[src/rtl/banco_registro_param.sv]
// banco_registro_param: parametrised register file with one write port,
// NRD registered read ports, write-first bypass and a clear sequencer that
// zeroes every entry over DEPTH cycles after a single clr pulse.
// Optional build macro ZERO_REG_EN: entry 0 hardwired to zero.
module banco_registro_param #(
  parameter int unsigned DATA_W = 8,
  parameter int unsigned ADDR_W = 4,
  parameter int unsigned NRD    = 2
) (
  input  logic                     clk,
  input  logic                     rst,
  input  logic                     we,
  input  logic [ADDR_W-1:0]        addr_rd,
  input  logic [DATA_W-1:0]        data_in,
  input  logic [NRD*ADDR_W-1:0]    addr_rs,
  output logic [NRD*DATA_W-1:0]    rs,
  input  logic                     clr,
  output logic                     busy
);

  localparam int unsigned      DEPTH = 2 ** ADDR_W;
  localparam logic [ADDR_W:0]  LAST  = (ADDR_W + 1)'(DEPTH - 1);

  typedef enum logic {IDLE, CLEAR} state_t;

  state_t                state, state_n;
  logic [ADDR_W:0]       cnt, cnt_n;
  logic [ADDR_W-1:0]     cnt_idx;
  logic [DATA_W-1:0]     mem [DEPTH];
  logic [DATA_W-1:0]     rd_next [NRD];
  logic                  wr_ok;
  logic                  clearing;

  assign clearing = (state == CLEAR);
  assign cnt_idx  = cnt[ADDR_W-1:0];
  assign busy     = clearing;

`ifdef ZERO_REG_EN
  assign wr_ok = we && !clearing && (addr_rd != '0);
`else
  assign wr_ok = we && !clearing;
`endif

  // State and sweep counter registers
  always_ff @(posedge clk or negedge rst) begin
    if (!rst) begin
      state <= IDLE;
      cnt   <= '0;
    end else begin
      state <= state_n;
      cnt   <= cnt_n;
    end
  end

  // Next-state logic: IDLE waits for clr, CLEAR walks cnt up to DEPTH-1
  always_comb begin
    state_n = state;
    cnt_n   = cnt;
    case (state)
      IDLE: begin
        if (clr) begin
          state_n = CLEAR;
          cnt_n   = '0;
        end
      end
      CLEAR: begin
        if (cnt == LAST) begin
          state_n = IDLE;
          cnt_n   = '0;
        end else begin
          cnt_n = cnt + 1'b1;
        end
      end
      default: begin
        state_n = IDLE;
        cnt_n   = '0;
      end
    endcase
  end

  // Storage array: accepted writes in IDLE, zeroing of entry cnt in CLEAR
  always_ff @(posedge clk or negedge rst) begin
    if (!rst) begin
      for (int unsigned i = 0; i < DEPTH; i++) begin
        mem[i] <= '0;
      end
    end else begin
      if (wr_ok) begin
        mem[addr_rd] <= data_in;
      end
      if (clearing) begin
        mem[cnt_idx] <= '0;
      end
    end
  end

  // Per-port read data with write-first and sweep bypass resolved independently
  always_comb begin
    for (int unsigned k = 0; k < NRD; k++) begin
      rd_next[k] = mem[addr_rs[k*ADDR_W +: ADDR_W]];
      if (wr_ok && (addr_rd == addr_rs[k*ADDR_W +: ADDR_W])) begin
        rd_next[k] = data_in;
      end
      if (clearing && (cnt_idx == addr_rs[k*ADDR_W +: ADDR_W])) begin
        rd_next[k] = '0;
      end
`ifdef ZERO_REG_EN
      if (addr_rs[k*ADDR_W +: ADDR_W] == '0) begin
        rd_next[k] = '0;
      end
`endif
    end
  end

  // Registered read ports, one cycle latency
  always_ff @(posedge clk or negedge rst) begin
    if (!rst) begin
      rs <= '0;
    end else begin
      for (int unsigned k = 0; k < NRD; k++) begin
        rs[k*DATA_W +: DATA_W] <= rd_next[k];
      end
    end
  end

endmodule
[config.mk]
export PLATFORM = sky130hd
export DESIGN_NAME = banco_registro_param
export DESIGN_NICKNAME = d
export VERILOG_FILES = /design/src/rtl/banco_registro_param.sv
export SDC_FILE = /design/constraint.sdc
export NUM_CORES = 1
export LEC_CHECK = 0
export CORE_MARGIN = 1
export CORE_UTILIZATION = 45
export CTS_CLUSTER_DIAMETER = 120
export CTS_CLUSTER_SIZE = 30
export DETAILED_ROUTE_END_ITERATION = 12
export DONT_BUFFER_PORTS = 1
export SLEW_MARGIN = 20
export SYNTH_ARGS = -nofsm -noshare
export SYNTH_HDL_FRONTEND = slang
export SYNTH_SLANG_ARGS = --single-unit
[constraint.sdc]
create_clock -name clk -period 1.87 [get_ports clk]
set_input_delay 0.2805 -clock clk [delete_from_list [all_inputs] [get_ports clk]]
set_output_delay 0.2805 -clock clk [all_outputs]
set_load 0.01 [all_outputs]
# Yosys cells after proc, flatten, opt, wreduce, memory -nomap -nowiden
# Index checks and enable logic that the tools add are counted.
# Widths: inputs -> output; s select.
dict set report word_totals {
  reg_bits 150
  latchBits 0
  ramBits 0
  rom_bits 0
  input_bits 24
  output_inout_bits 17
  wordCells 70
  n_memories 0
}
dict set report classes {
  addsub 1
  mul 0
  div_mod_pow 0
  magnitude_cmp 6
  eq_ne 6
  n_shift 0
  n_mux 23
  bitwise 7
  reduce_logical 8
}
# cell count
set op_table {}
lappend op_table {{$mux 128} 2}
lappend op_table {{$and 128x128->128} 1}
lappend op_table {{$bwmux 128} 1}
lappend op_table {{$not 128->128} 1}
lappend op_table {{$mux 8} 10}
lappend op_table {{$bmux 8 s4} 2}
lappend op_table {{$demux 8 s4} 2}
lappend op_table {{$ge 5x5->1 const B} 4}
lappend op_table {{$not 4->5} 4}
lappend op_table {{$eq 4x4->1} 4}
lappend op_table {{$lt 5x1->1 const B} 2}
lappend op_table {{$mux 5} 2}
lappend op_table {{$pmux 5 s2} 1}
lappend op_table {{$logic_and 1x1->1} 7}
lappend op_table {{$add 5x1->5 const B} 1}
lappend op_table {{$eq 5x4->1 const B} 1}
lappend op_table {{$mux 1} 2}
lappend op_table {{$ne 2x2->1 const B} 1}
lappend op_table {{$pmux 1 s2} 1}
lappend op_table {{$logic_not 1->1} 1}
lappend op_table {{$not 1->1} 1}

# Depth between registers and ports, before layout
dict set report logic_depth {
  word_depth 9
  mapped_depth 7
  mapped_depth_nobuf 6
}

# Worst setup path before layout
# OpenSTA, ideal clock, no wires.
dict set report synth_path {
  path_kind {flip-flop to flip-flop}
  from {register state, in the netlist busy}
  to {register mem[16] (netlist name)}
  setup_ps 135
  t_arrival_ps 1659
  required_ps 1735
  slack_ps 76
  path_stages_with_launch 8
  n_path_buf 2
  period_less_slack_ps 1794
  path_cell_list {dfrtp_1 nand2b_1 buf_4 nor3b_4 and3_1 buf_6 mux2i_1 nor2_1}
}
dict set report synth_between {
  elab_chain_len 5
}
# element line
set synth_lines {}
lappend synth_lines {{start, declared} 26} ;# state_t state, state_n;
lappend synth_lines {{start signal, assigned} 50} ;# state <= state_n;
lappend synth_lines {{$logic_not 1->1} 41} ;# assign wr_ok = we && !clearing;
lappend synth_lines {{$logic_and 1x1->1} 41}
lappend synth_lines {{$mux 128} 88} ;# if (wr_ok) begin
lappend synth_lines {{$and 128x128->128 (no source line)} --}
lappend synth_lines {{$mux 128 (*)} 91} ;# if (clearing) begin
lappend synth_lines {{end signal, assigned by index} 89} ;# mem[addr_rd] <= data_in;
lappend synth_lines {{end, declared} 29} ;# logic [DATA_W-1:0] mem [DEPTH];
# Every way passes the cells marked *; elsewhere a longest branch is shown, timed or not.
# A chain may end at the register's enable or synchronous reset.

==> impl_metrics.ini <==
[grt]
grt_pass1_vias = 6431
grt_start_max_net_pins = 151
globalRouteOverflowTotal = 0
grt_usage = 0.2796
antenna_found_initial = 0
grt_pass1_wl_microns = 39790

[setup_path]
end_kind = flip-flop
critical_path_required_ps = 2190
startpoint_type = flip-flop
cp_max_fo = 3
worstPathCellList = mux4_2 > a22oi_1 > nand2_1 > a22o_1
worst_ep_arrival_time_ps = 2130
slowest_stage = mux4_2
critPathBufInv = 0
crit_path_max_incr_delay_ps = 480
path_delay_family = compound AO/OA/AOI/OAI gates
path_class = reg -> reg

[timing]
tightest_slew_ps = 697.5
skew_ps = 6.580
rsz0062_at_grt = no
max_slew_margin = 0.5335
tns_ps = 0
fmax_mhz = 552.9
finalSetupViolCount = 0
timing.hold.ws_ps = -461.8
slew_violations = 0
fin_crit_ps = 1809
fin_crit_sh = 0.9673
hold_violations = 150

[power_and_ir_drop]
p_leak_nw = 4.009
power_density_nw_per_um2 = 1249
ir_drop_mv = 0.5184

[detailed_routing]
drtAntennaViolNets = 0
drt_iter0_markers = 883
drcViolationCount = 12
wl_microns = 25870
viasPerCell = 6.533
routedWlPerCell_microns = 25.31
first_pass_iters = 9
vias = 6677

[worst_hold_path]
hold_class = in -> async

[layout]
layout-drive-gt1-share = 0.1778
syn2layout_area_growth_pct = 12.53
n_antenna_cell = 0
final_nets = 808
final_common_cell = dfrtp_1
layout_common_cells = dfrtp_1, nand2_1, nand3_1

[die]
coreArea_sq_um = 18090
dieHeight_microns = 138.4
start_util = 0.4631
die_w_microns = 138.4
row_count = 49
ios = 41
dieArea_sq_um = 19160

[yosys]
avgSynthCellArea_sq_um = 10.78
synth_fp_nets = 805
ys_seq_elements = 150
synth_ff_type = dfrtp_1
synth-edff-count = 0
ys_types = 33
async_reset_ff_frac = 1.000
netlist_instances = 777
ys_seq_area_frac = 0.4482
yosys_warnings = 0
syn_area_sq_um = 8376

[cts]
clk_pin_slew_worst_paths_ps = 60
numCtsBuffers = 17
clock_sinks = 150
cts_setup_buffers = 0
htree_levels = 4
clockBufferDepth = 2
cts_tree = built
clk_latency_ps = 430
root_buffer = clkbuf_16

[placement]
dp_hpwl_microns = 16580
place.gp.congestion = 1.021
port_buffers = 0

[run]
maxCapViolCount = 0

[run_status]
violations = DRC, hold timing
status = complete, but fails checks
==> synth_stat cells (2+ instances only) <==
| library cell | instances | area share |
|---|---|---|
| a31oi_1 | 3 | 0.0022 |
| nor3b_4 | 2 | 0.0045 |
| buf_2 | 19 | 0.011 |
| nor2_1 | 73 | 0.033 |
| and2_1 | 2 | 0.0015 |
| nand2b_1 | 6 | 0.0045 |
| nor3_2 | 3 | 0.0036 |
| mux4_2 | 64 | 0.17 |
| clkbuf_1 | 33 | 0.015 |
| mux2i_1 | 56 | 0.067 |
| xor2_1 | 9 | 0.0094 |
| nand3_1 | 74 | 0.044 |
| buf_4 | 7 | 0.0063 |
| nand2_1 | 108 | 0.048 |
| and3_1 | 2 | 0.0015 |
| a22o_1 | 16 | 0.017 |
| nor3_1 | 6 | 0.0036 |
| dfrtp_1 | 150 | 0.45 |
| a22oi_1 | 32 | 0.029 |
| o21ai_0 | 5 | 0.0030 |
| ha_1 | 4 | 0.0060 |
| buf_6 | 2 | 0.0027 |
| a21oi_1 | 72 | 0.043 |
| nor2b_1 | 8 | 0.0060 |
| xnor2_1 | 8 | 0.0084 |
| inv_1 | 2 | 0.00090 |
| buf_1 | 5 | 0.0022 |
==> worst reg2reg max path, stage by stage, from the launching register on <==
cell and delay [ps]:
dfrtp_1 420, mux4_2 480, a22oi_1 440, nand2_1 140, a22o_1 220
==> final cells by class <==
type	instances	area [sq um]
clock buffer	20	436.7
timing repair buffer	50	424.2
inverter	2	7.507
fill	1554	8661
sequential	150	3754
clock inverter	12	202.7
multi-input combinational	559	4314
tap	229	286.5
==> sequential cells by signal (all words and copies together), names as in the netlist <==
register,cells
cnt,5
rs,16
mem,128
busy,1
==> per-layer routing <==
layer / vias up / GRT usage / wire length, microns
met1: 3376 / 0.3948 / 10590
met4: 0 / 0.1189 / 970
met2: 407 / 0.4104 / 11310
li1: 2825 / - / -
met5: - / 0 / 0
met3: 69 / 0.06997 / 2998
==> timing repair <==
item | in CTS | in global routing
resized for setup | 0 | 4
setup endpoints to repair | 0 | 21
hold endpoints to repair | 221 | 151
hold buffers | 12 | 1
==> metrics by stage <==
step / cells / total power [W] / setup slack [ps] / util / instance area (sq um)
2_1_floorplan: 777 / 0.006934 / 76.12 / - / 8376
3_3_place_gp: 977 / 0.007679 / 160.4 / 0.4778 / 8642
3_5_place_dp: 977 / 0.007899 / 88.40 / 0.4778 / 8642
4_1_cts: 1021 / 0.01169 / 72.67 / 0.5198 / 9402
5_1_grt: 1022 / 0.01227 / 5.106 / 0.5211 / 9425
6_report: 1022 / 0.01177 / 61.20 / 0.5211 / 9425
==> worst paths after layout <==
path / depth (start not counted) / start / to / slack [ps]
worst max-delay path: 4 / mem[122] / rs[2] / 60
worst min-delay path: 0 / rst / mem[91] / -460
worst max register to register: 4 / mem[122] / rs[2] / 60
worst min register to register: 2 / cnt[4] / cnt[4] / 490
max in group asynchronous: 0 / rst / mem[29] / 1960
min in group clk: 2 / data_in[7] / mem[127] / 0
==> where the power goes <==
part	total, W	internal [W]	leakage [nW]	switching, W
Sequential	0.00505	0.00414	2.05	0.000915
Combinational	0.00297	0.00149	1.65	0.00148
Clock	0.00374	0.00237	0.308	0.00137
Total	0.0118	0.00800	4.01	0.00377
==> logic make-up (layout without fill, tap and decap cells) <==
logic type | after synthesis | after routing | share of synthesized area
AOI/OAI and AO/OA | 129 | 129 | 0.09456
xor gates and xnor gates | 17 | 17 | 0.01778
adders and majority gates | 4 | 4 | 0.005976
buffers and inverters | 68 | 84 | 0.03824
DFF | 150 | 150 | 0.4482
muxes | 120 | 120 | 0.2390
and+or+nand+nor | 289 | 289 | 0.1563
Power figures use the tool's default switching activity.
